## src/rtl/fetch_pkg.sv

```systemverilog
// Shared types and constants for the instruction fetch sequencer.
package fetch_pkg;

  localparam int XLEN       = 32;
  localparam int INST_BYTES = 4;

  typedef enum logic [2:0] {
    IDLE,
    REQ,
    WAIT,
    HOLD,
    HALTED
  } fetch_state_t;

  function automatic logic is_aligned(input logic [1:0] low_bits);
    return low_bits == 2'b00;
  endfunction

endpackage

```

## src/rtl/fetch_controller_pc_reg.sv

```systemverilog
// Program counter register: a load overrides the sequential increment.
module pc_reg
  import fetch_pkg::*;
#(
  parameter logic [XLEN-1:0] RESET_VECTOR = 32'h0000_0000
) (
  input  logic            clk,
  input  logic            reset_n,
  input  logic            load_en,
  input  logic [XLEN-1:0] load_addr,
  input  logic            inc_en,
  output logic [XLEN-1:0] pc_out
);

  // The increment wraps naturally at 2^32.
  always_ff @(posedge clk or negedge reset_n) begin
    if (!reset_n) begin
      pc_out <= RESET_VECTOR;
    end else if (load_en) begin
      pc_out <= load_addr;
    end else if (inc_en) begin
      pc_out <= pc_out + XLEN'(INST_BYTES);
    end
  end

endmodule

```

## src/rtl/fetch_controller.sv

```systemverilog
// Stall-aware fetch sequencer: one outstanding memory request, one-entry
// instruction buffer towards decode, trap > redirect > sequential PC update.
module fetch_controller
  import fetch_pkg::*;
#(
  parameter logic [XLEN-1:0] RESET_VECTOR = 32'h0000_0000,
  parameter logic [XLEN-1:0] TRAP_VECTOR  = 32'h0000_0100
) (
  input  logic            clk,
  input  logic            reset_n,
  input  logic            redirect_valid,
  input  logic [XLEN-1:0] redirect_addr,
  input  logic            trap_valid,
  input  logic            halt_req,
  output logic            imem_req_valid,
  output logic [XLEN-1:0] imem_req_addr,
  input  logic            imem_req_ready,
  input  logic            imem_rsp_valid,
  input  logic [XLEN-1:0] imem_rsp_data,
  output logic            inst_valid,
  output logic [XLEN-1:0] inst_data,
  output logic [XLEN-1:0] inst_pc,
  input  logic            inst_ready,
  output logic            misaligned_err,
  output logic            halted
);

  // Handshakes: a transfer happens on a rising edge where valid and ready are
  // both high. imem_req_valid may drop without a transfer only on a redirect;
  // inst_valid holds with stable data/pc until consumed or redirected.

  fetch_state_t    state;
  logic            drop;
  logic [XLEN-1:0] pc;
  logic            redir_any;
  logic            redir_misaligned;
  logic [XLEN-1:0] redir_target;
  logic            pc_load;
  logic            pc_inc;

  always_comb begin
    redir_any        = trap_valid | redirect_valid;
    redir_misaligned = !trap_valid && redirect_valid && !is_aligned(redirect_addr[1:0]);
    redir_target     = redirect_addr;
    if (trap_valid || redir_misaligned) begin
      redir_target = TRAP_VECTOR;
    end
  end

  // A consume that coincides with a redirect lands on the redirect target.
  assign pc_load       = redir_any && (state != IDLE);
  assign pc_inc        = (state == HOLD) && inst_ready && !redir_any;
  assign imem_req_addr = pc;

  pc_reg #(
    .RESET_VECTOR(RESET_VECTOR)
  ) u_pc_reg (
    .clk      (clk),
    .reset_n  (reset_n),
    .load_en  (pc_load),
    .load_addr(redir_target),
    .inc_en   (pc_inc),
    .pc_out   (pc)
  );

  always_ff @(posedge clk or negedge reset_n) begin
    if (!reset_n) begin
      state          <= IDLE;
      drop           <= 1'b0;
      imem_req_valid <= 1'b0;
      inst_valid     <= 1'b0;
      inst_data      <= '0;
      inst_pc        <= '0;
      misaligned_err <= 1'b0;
      halted         <= 1'b0;
    end else begin
      misaligned_err <= (state != IDLE) && redir_misaligned;
      case (state)
        IDLE: begin
          state          <= REQ;
          imem_req_valid <= 1'b1;
        end
        REQ: begin
          if (imem_req_ready) begin
            // The old address was issued; its response must be swallowed.
            state          <= WAIT;
            imem_req_valid <= 1'b0;
            if (redir_any) begin
              drop <= 1'b1;
            end
          end
        end
        WAIT: begin
          if (imem_rsp_valid) begin
            if (redir_any) begin
              drop           <= 1'b0;
              state          <= REQ;
              imem_req_valid <= 1'b1;
            end else if (drop) begin
              drop <= 1'b0;
              if (halt_req) begin
                state  <= HALTED;
                halted <= 1'b1;
              end else begin
                state          <= REQ;
                imem_req_valid <= 1'b1;
              end
            end else begin
              inst_data  <= imem_rsp_data;
              inst_pc    <= pc;
              inst_valid <= 1'b1;
              state      <= HOLD;
            end
          end else if (redir_any) begin
            drop <= 1'b1;
          end
        end
        HOLD: begin
          if (redir_any) begin
            inst_valid     <= 1'b0;
            state          <= REQ;
            imem_req_valid <= 1'b1;
          end else if (inst_ready) begin
            inst_valid <= 1'b0;
            if (halt_req) begin
              state  <= HALTED;
              halted <= 1'b1;
            end else begin
              state          <= REQ;
              imem_req_valid <= 1'b1;
            end
          end
        end
        HALTED: begin
          if (redir_any || !halt_req) begin
            halted         <= 1'b0;
            state          <= REQ;
            imem_req_valid <= 1'b1;
          end
        end
        default: begin
          state          <= IDLE;
          drop           <= 1'b0;
          imem_req_valid <= 1'b0;
          inst_valid     <= 1'b0;
          halted         <= 1'b0;
        end
      endcase
    end
  end

  a_no_req_while_halted : assert property (@(posedge clk) disable iff (!reset_n)
    !(halted && imem_req_valid));

  a_no_req_while_holding : assert property (@(posedge clk) disable iff (!reset_n)
    !(inst_valid && imem_req_valid));

  a_inst_stable : assert property (@(posedge clk) disable iff (!reset_n)
    (inst_valid && !inst_ready && !redirect_valid && !trap_valid)
      |=> (inst_valid && $stable(inst_data) && $stable(inst_pc)));

endmodule

```

## config.mk

```make
export PLATFORM = sky130hd
export DESIGN_NAME = fetch_controller
export DESIGN_NICKNAME = d
export VERILOG_FILES = /design/src/rtl/fetch_pkg.sv /design/src/rtl/fetch_controller_pc_reg.sv /design/src/rtl/fetch_controller.sv
export SDC_FILE = /design/constraint.sdc
export NUM_CORES = 1
export LEC_CHECK = 0
export ABC_AREA = 1
export ABC_CLOCK_PERIOD_IN_PS = 1300
export CAP_MARGIN = 20
export CORE_MARGIN = 2
export CORE_UTILIZATION = 29
export CTS_BUF_LIST = sky130_fd_sc_hd__clkbuf_4 sky130_fd_sc_hd__clkbuf_8
export DETAILED_ROUTE_END_ITERATION = 7
export PLACE_DENSITY = 0.68
export SLEW_MARGIN = 20
export SYNTH_ARGS = -nofsm -noshare
export SYNTH_HDL_FRONTEND = slang
export SYNTH_SLANG_ARGS = --single-unit
export TNS_END_PERCENT = 50
```

## constraint.sdc

```tcl
create_clock -name clk -period 1.3 [get_ports clk]
set_input_delay 0.195 -clock clk [delete_from_list [all_inputs] [get_ports clk]]
set_output_delay 0.195 -clock clk [all_outputs]
set_load 0.03 [all_outputs]
```

==> Word level (Yosys, flattened, before mapping) <==
Index checks and enable logic that the tools add are counted.
{ "op_classes": {"addsub": 1, "n_eq_ne": 14, "n_mux": 39, "n_bitwise": 6, "n_reduce_logical": 25} }
{ "op_table": {"columns": ["op", "n"], "rows": [
  ["$mux W32", 3],
  ["$add A32 B3 Y32 const B", 1],
  ["$mux W3", 8],
  ["$mux W1", 23],
  ["$ne A2 B2 Y1 const B", 8],
  ["$pmux W3 S5", 1],
  ["$reduce_and A5 Y1", 2],
  ["$reduce_and A4 Y1", 2],
  ["$reduce_and A7 Y1", 1],
  ["$eq A3 B2 Y1 const B", 2],
  ["$logic_and A1 B1 Y1", 6],
  ["$ne A3 B3 Y1 const B", 2],
  ["$pmux W1 S3", 2],
  ["$reduce_or A3 Y1", 2],
  ["$not A1 Y1", 5],
  ["$pmux W1 S5", 1],
  ["$logic_not A1 Y1", 4],
  ["$pmux W1 S4", 1],
  ["$eq A3 B1 Y1 const B", 1],
  ["$eq A3 B3 Y1 const B", 1],
  ["$logic_not A3 Y1", 1],
  ["$reduce_bool A3 Y1", 1],
  ["$logic_not A2 Y1", 1],
  ["$logic_or A1 B1 Y1", 2],
  ["other kinds (4)", 4]
]} }
{ "totals": {"register_bits": 104, "output_inout_bits": 100, "word_cells": 94} }

==> Logic depth before layout (Yosys ltp) <==
Gate-level depths: netlist of run 1.
{ "depth": {"word_depth": 6, "ltp_mapped": 12} }

==> By module <==
From an unflattened synthesis of run 1, not the netlist that was laid out.
{ "hier_totals": {"hier_cells": 755, "hier_area_um2": 5886.9} }
{ "modules_own_cells": {"columns": ["module", "instances", "cells_per_inst", "area_each_um2"], "rows": [
  ["fetch_controller", 1, 440, 3708.6],
  ["pc_reg", 1, 315, 2178.3]
]} }

==> Worst setup path after synthesis of run 1 <==
Ideal clock, no wire load.
{ "synth_path": {"kind": "register to register", "from": "register u_pc_reg.pc_out[3]", "to": "register u_pc_reg.pc_out[18]", "t_arrival_ps": 1600, "path_slack_ps": -378, "stages_incl_launch_ff": 9, "synth_period_minus_slack_ps": 1678, "cell_sequence": "dfrtp_1 -> ha_1 -> nand2_1 -> nor2_2 -> nand2_2 -> nor2_4 -> xor2_1 -> nand2_1 -> a21oi_1"} }
{ "synth_between": {"elab_chain_len": 3} }
{ "synth_rtl": {"columns": ["element", "line_no", "source"], "rows": [
  ["from (decl)", "fetch_controller_pc_reg.sv:12", "output logic [XLEN-1:0] pc_out"],
  ["from (signal assigned)", "fetch_controller_pc_reg.sv:20", "pc_out <= load_addr;"],
  ["from (signal assigned)", "fetch_controller_pc_reg.sv:22", "pc_out <= pc_out + XLEN'(INST_BYTES);"],
  ["$add A32 B3 Y32", "fetch_controller_pc_reg.sv:22", null],
  ["$mux W32", "fetch_controller_pc_reg.sv:21", "end else if (inc_en) begin"],
  ["$mux W32", "fetch_controller_pc_reg.sv:19", "end else if (load_en) begin"]
]} }
No other way between the ends. The select of a mux whose other input is x is not followed.
A chain may end at the register's enable or synchronous reset.

==> Worst setup path after layout of run 1 <==
{ "layout_path": {"from": "register state[1]", "to": "register u_pc_reg.pc_out[26]"} }
{ "layout_between": {"elab_chain_len": 4, "word_cells_on_any_way": 7, "classes_between": "1 x eq/ne; 1 x mux; 5 x reduce/logical"} }
{ "layout_rtl": {"columns": ["element", "line_no", "source"], "rows": [
  ["from (decl)", "fetch_controller.sv:32", "fetch_state_t state;"],
  ["from (signal assigned)", "fetch_controller.sv:68", "state <= IDLE;"],
  ["from (signal assigned)", "fetch_controller.sv:80", "state <= REQ;"],
  ["from (signal assigned)", "fetch_controller.sv:86", "state <= WAIT;"],
  ["$eq A3 B2 Y1", "fetch_controller.sv:52", "assign pc_inc = (state == HOLD) && inst_ready && !redir_any;"],
  ["$logic_and A1 B1 Y1 (2 in series)", "fetch_controller.sv:52", null],
  ["$reduce_bool A2 Y1 (no source line)", null, null]
]} }
Parallel ways exist; a longest one is shown, timed or not.

==> run_results.csv, run 1 <==
group,metric,value,unit
power,combPwrFrac,0.635,
grt,grtUsageTotal,0.182,
sta,rsz0062_at_grt,"true",
route,wl_per_cell,17.0,um
grt,overflow,0,
route,vias,5128,
critical_path,r2r-end,"u_pc_reg.pc_out[26]$_DFFE_PN0P_",
synthesis,synth_top_area_cell,"dfrtp_1",
route,drt-met1-wl,7.95,mm
route,route.detailed.drc,0,
sta,slew_violations,0,
final_layout,area_growth_syn_to_layout,73.6,%
clock_network,cts.htree.levels,3,
clock_network,worstSkewPairLatency,0.40,ns
critical_path,cp-end-kind,"flop",
sta,slew_headroom,0.636,
power,cellPowerDensity,2410,nW/um2
sta,finalClockSkew,0.00630,ns
synthesis,ys_warn_count,0,
placed_design,io_buffer_count,171,
critical_path,crit_slowest_cell,"dfrtp_1",
critical_path,crit_path_max_incr_delay,0.44,ns
sta,worst_hold_slack,0.324,ns
clock_network,cts_sinks,104,
synthesis,synth_area_leaders,"dfrtp_1 49%, mux2_4 11%, nand2_1 10%, nor2_1 5.3%, a21oi_1 4.2%",
flow_run,cap_viol_max_count,0,
power,intPower,12.3,mW
sta,finalSetupViolations,120,
clock_network,root_buffer,"clkbuf_8",
route,drtAntennaViolNets,0,
final_layout,nets,930,
sta,setup_slack,-0.265,ns
sta,period_needed,1.57,ns
floorplanning,start_util,0.295,
placed_design,hpwlAfterDp,12.7,mm
synthesis,synthCells,585,
final_layout,stdcell_area,9210,um2
sta,max_clock_freq,639,MHz
clock_network,tritoncts,"built",
power,p_sw,9.96,mW
power,switching_share,0.448,
synthesis,syn-num-nets,658,
synthesis,synth_seq_cells,104,
critical_path,r2r_cells,8,
floorplanning,io_pins,172,
synthesis,yosysUniqueCellTypes,34,
floorplanning,die_x,139,um
final_layout,final_cell_mix,"125 x nand2_1, 81 x dfrtp_1, 70 x clkdlybuf4s50_1, 56 x buf_4, 55 x buf_6",
sta,post-route-period-util,1.20,
route,top_layer,"met4",
critical_path,start_kind,"flop",
power,sequentialPowerShare,0.265,
power,power.total,22.2,mW
placed_design,place_congestion,0.855,
critical_path,arrival,1.85,ns
outcome,violations,"setup timing",
floorplanning,dieArea,19400,um2
clock_network,clk_path_buf_depth,2,
critical_path,critPathKind,"reg2reg",
synthesis,yosysSeqAreaShare,0.491,
placed_design,place_inst,1050,
grt,grt_max_degree,63,
synthesis,syn_area_per_cell,9.07,um2
route,via_per_inst,4.70,
power,clkPwrFrac,0.100,
critical_path,path_max_fanout,7,
grt,grt_first_pass_wirelength,27.7,mm
floorplanning,rows,49,
synthesis,syn-cell-area,5300,um2
final_layout,n_antenna_cell,0,
critical_path,crit_required,1.59,ns
route,wl,18.6,mm
final_layout,post_layout_nonfiller_instances,1091,
route,dr.pass1.iters,4,
synthesis,synth_top_area_share,0.491,
sta,tns,-21.27,ns
floorplanning,core,18000,um2
power,ir_drop,1.65,mV
clock_network,path_clk_slew,0.11,ns
grt,grt_pass1_vias,5083,
final_layout,drive_gt1_frac,0.456,
route,met2_length,9.15,mm
power,power.leakage,4.29,nW
critical_path,r2r_setup_slack,-0.27,ns
placed_design,place_area,8150,um2
sta,max_slew.worst_pin.slew,0.546,ns
floorplanning,die_y,139,um
clock_network,cts_made_buffers,9,
sta,finalHoldViolCount,0,
final_layout,layout_commonest_cell,"nand2_1",
critical_path,reg2reg_from,"state[1]$_DFFE_PN0P_",
route,first_iter_violations,296,
hold_path,hp-class,"in2async",
outcome,status,"finished, violations left",
route,route.met3.wl,1.02,mm
critical_path,crit_chain,"nor2_2, nand2_2, nand2_4, buf_12, nand2_8, clkbuf_16, nor2_1, a21oi_1",
grt,antenna_found_initial,0,
## area by class of cell
type,count,area [um2]
Multi-Input combinational cell,415,2750
Timing Repair inverter,1,16.3
Clock inverter,7,75.1
Fill cell,1545,8750
Inverter,47,195
Sequential cell,104,2630
Clock buffer,9,124
Timing Repair Buffer,279,3130
Tap cell,229,287
## power by group through the flow
stage / registers [mW] / logic [mW] / clock network [mW]
finish: 5.89 / 14.1 / 2.22
CTS: 5.84 / 13.4 / 2.30
global route: 6.06 / 14.9 / 2.42
floorplan: 8.48 / 3.68 / 0
detailed placement: 5.82 / 12.4 / 0
global placement: 5.81 / 12.3 / 0
## sequential cells by signal (all words and copies together) (netlist names), 3 cells and up
name,flops
inst_data,32
state,3
u_pc_reg.pc_out,32
inst_pc,32
## metal layers
| metal | GRT usage | vias up |
|---|---|---|
| li1 | - | 2458 |
| met1 | 0.244 | 2466 |
| met2 | 0.295 | 180 |
| met3 | 0.0303 | 24 |
| met4 | 0.0707 | 0 |
| met5 | 0 | - |
## cell families after synthesis
group	Yosys count	share of synthesized area
xor+xnor	6	0.00991
mux	41	0.115
simple gates	266	0.214
compound gates	101	0.105
buf+inv	66	0.0618
flops	104	0.491
fa+ha+maj	1	0.00236
## Yosys cell counts (all sizes together)
cell type / n
a21oi: 47
a22oi: 5
a31oi: 3
a32oi: 1
and2: 2
buf: 17
clkbuf: 2
dfrtp: 104
ha: 1
inv: 47
mux2: 41
nand2: 148
nand3: 29
nor2: 84
nor3: 3
o211ai: 4
o21ai: 38
o22ai: 1
o31ai: 2
xor2: 6
## metrics by stage
step,util,setup slack (ns)
after floorplan,-,-0.217
after global placement,0.454,-0.477
after detailed placement,0.454,-0.531
after CTS,0.490,-0.212
after global routing,0.513,-0.329
final,0.513,-0.265
## critical path, delay by kind of cell (launching register included)
kind | cells | cell delay [ns]
compound gates | 1 | 0.05
buf+inv | 2 | 0.36
flops | 1 | 0.44
simple gates | 5 | 0.61
## worst max path at each step
stage / start / end / slack, ns / cells past startpoint
2_1_floorplan: u_pc_reg.pc_out[3]$_DFFE_PN0P_ / u_pc_reg.pc_out[12]$_DFFE_PN0P_ / -0.22 / 8
3_3_place_gp: redirect_valid / inst_data[1]$_DFFE_PN0P_ / -0.48 / 7
3_5_place_dp: redirect_addr[0] / u_pc_reg.pc_out[8]$_DFFE_PN0P_ / -0.53 / 8
4_1_cts: u_pc_reg.pc_out[3]$_DFFE_PN0P_ / u_pc_reg.pc_out[26]$_DFFE_PN0P_ / -0.21 / 9
5_1_grt: state[1]$_DFFE_PN0P_ / u_pc_reg.pc_out[18]$_DFFE_PN0P_ / -0.33 / 8
6_report: state[1]$_DFFE_PN0P_ / u_pc_reg.pc_out[26]$_DFFE_PN0P_ / -0.27 / 8
## timing repair
item | 4_1_cts | 5_1_grt
endpoints found under the setup margin | 181 | 146
pin swaps | 17 | 9
gates resized for setup | 300 | 59
hold buffers | 1 | 0
hold endpoints to repair | 104 | 0
cloned | 5 | 8
buffers inserted | 8 | 3
Power figures use the tool's default switching activity.
==> run 2: changes to the inputs <==
CAP_MARGIN = 0   (was 20)
==> results of run 2 <==
Final layout, timing and power as in run 1 (identical DEF).
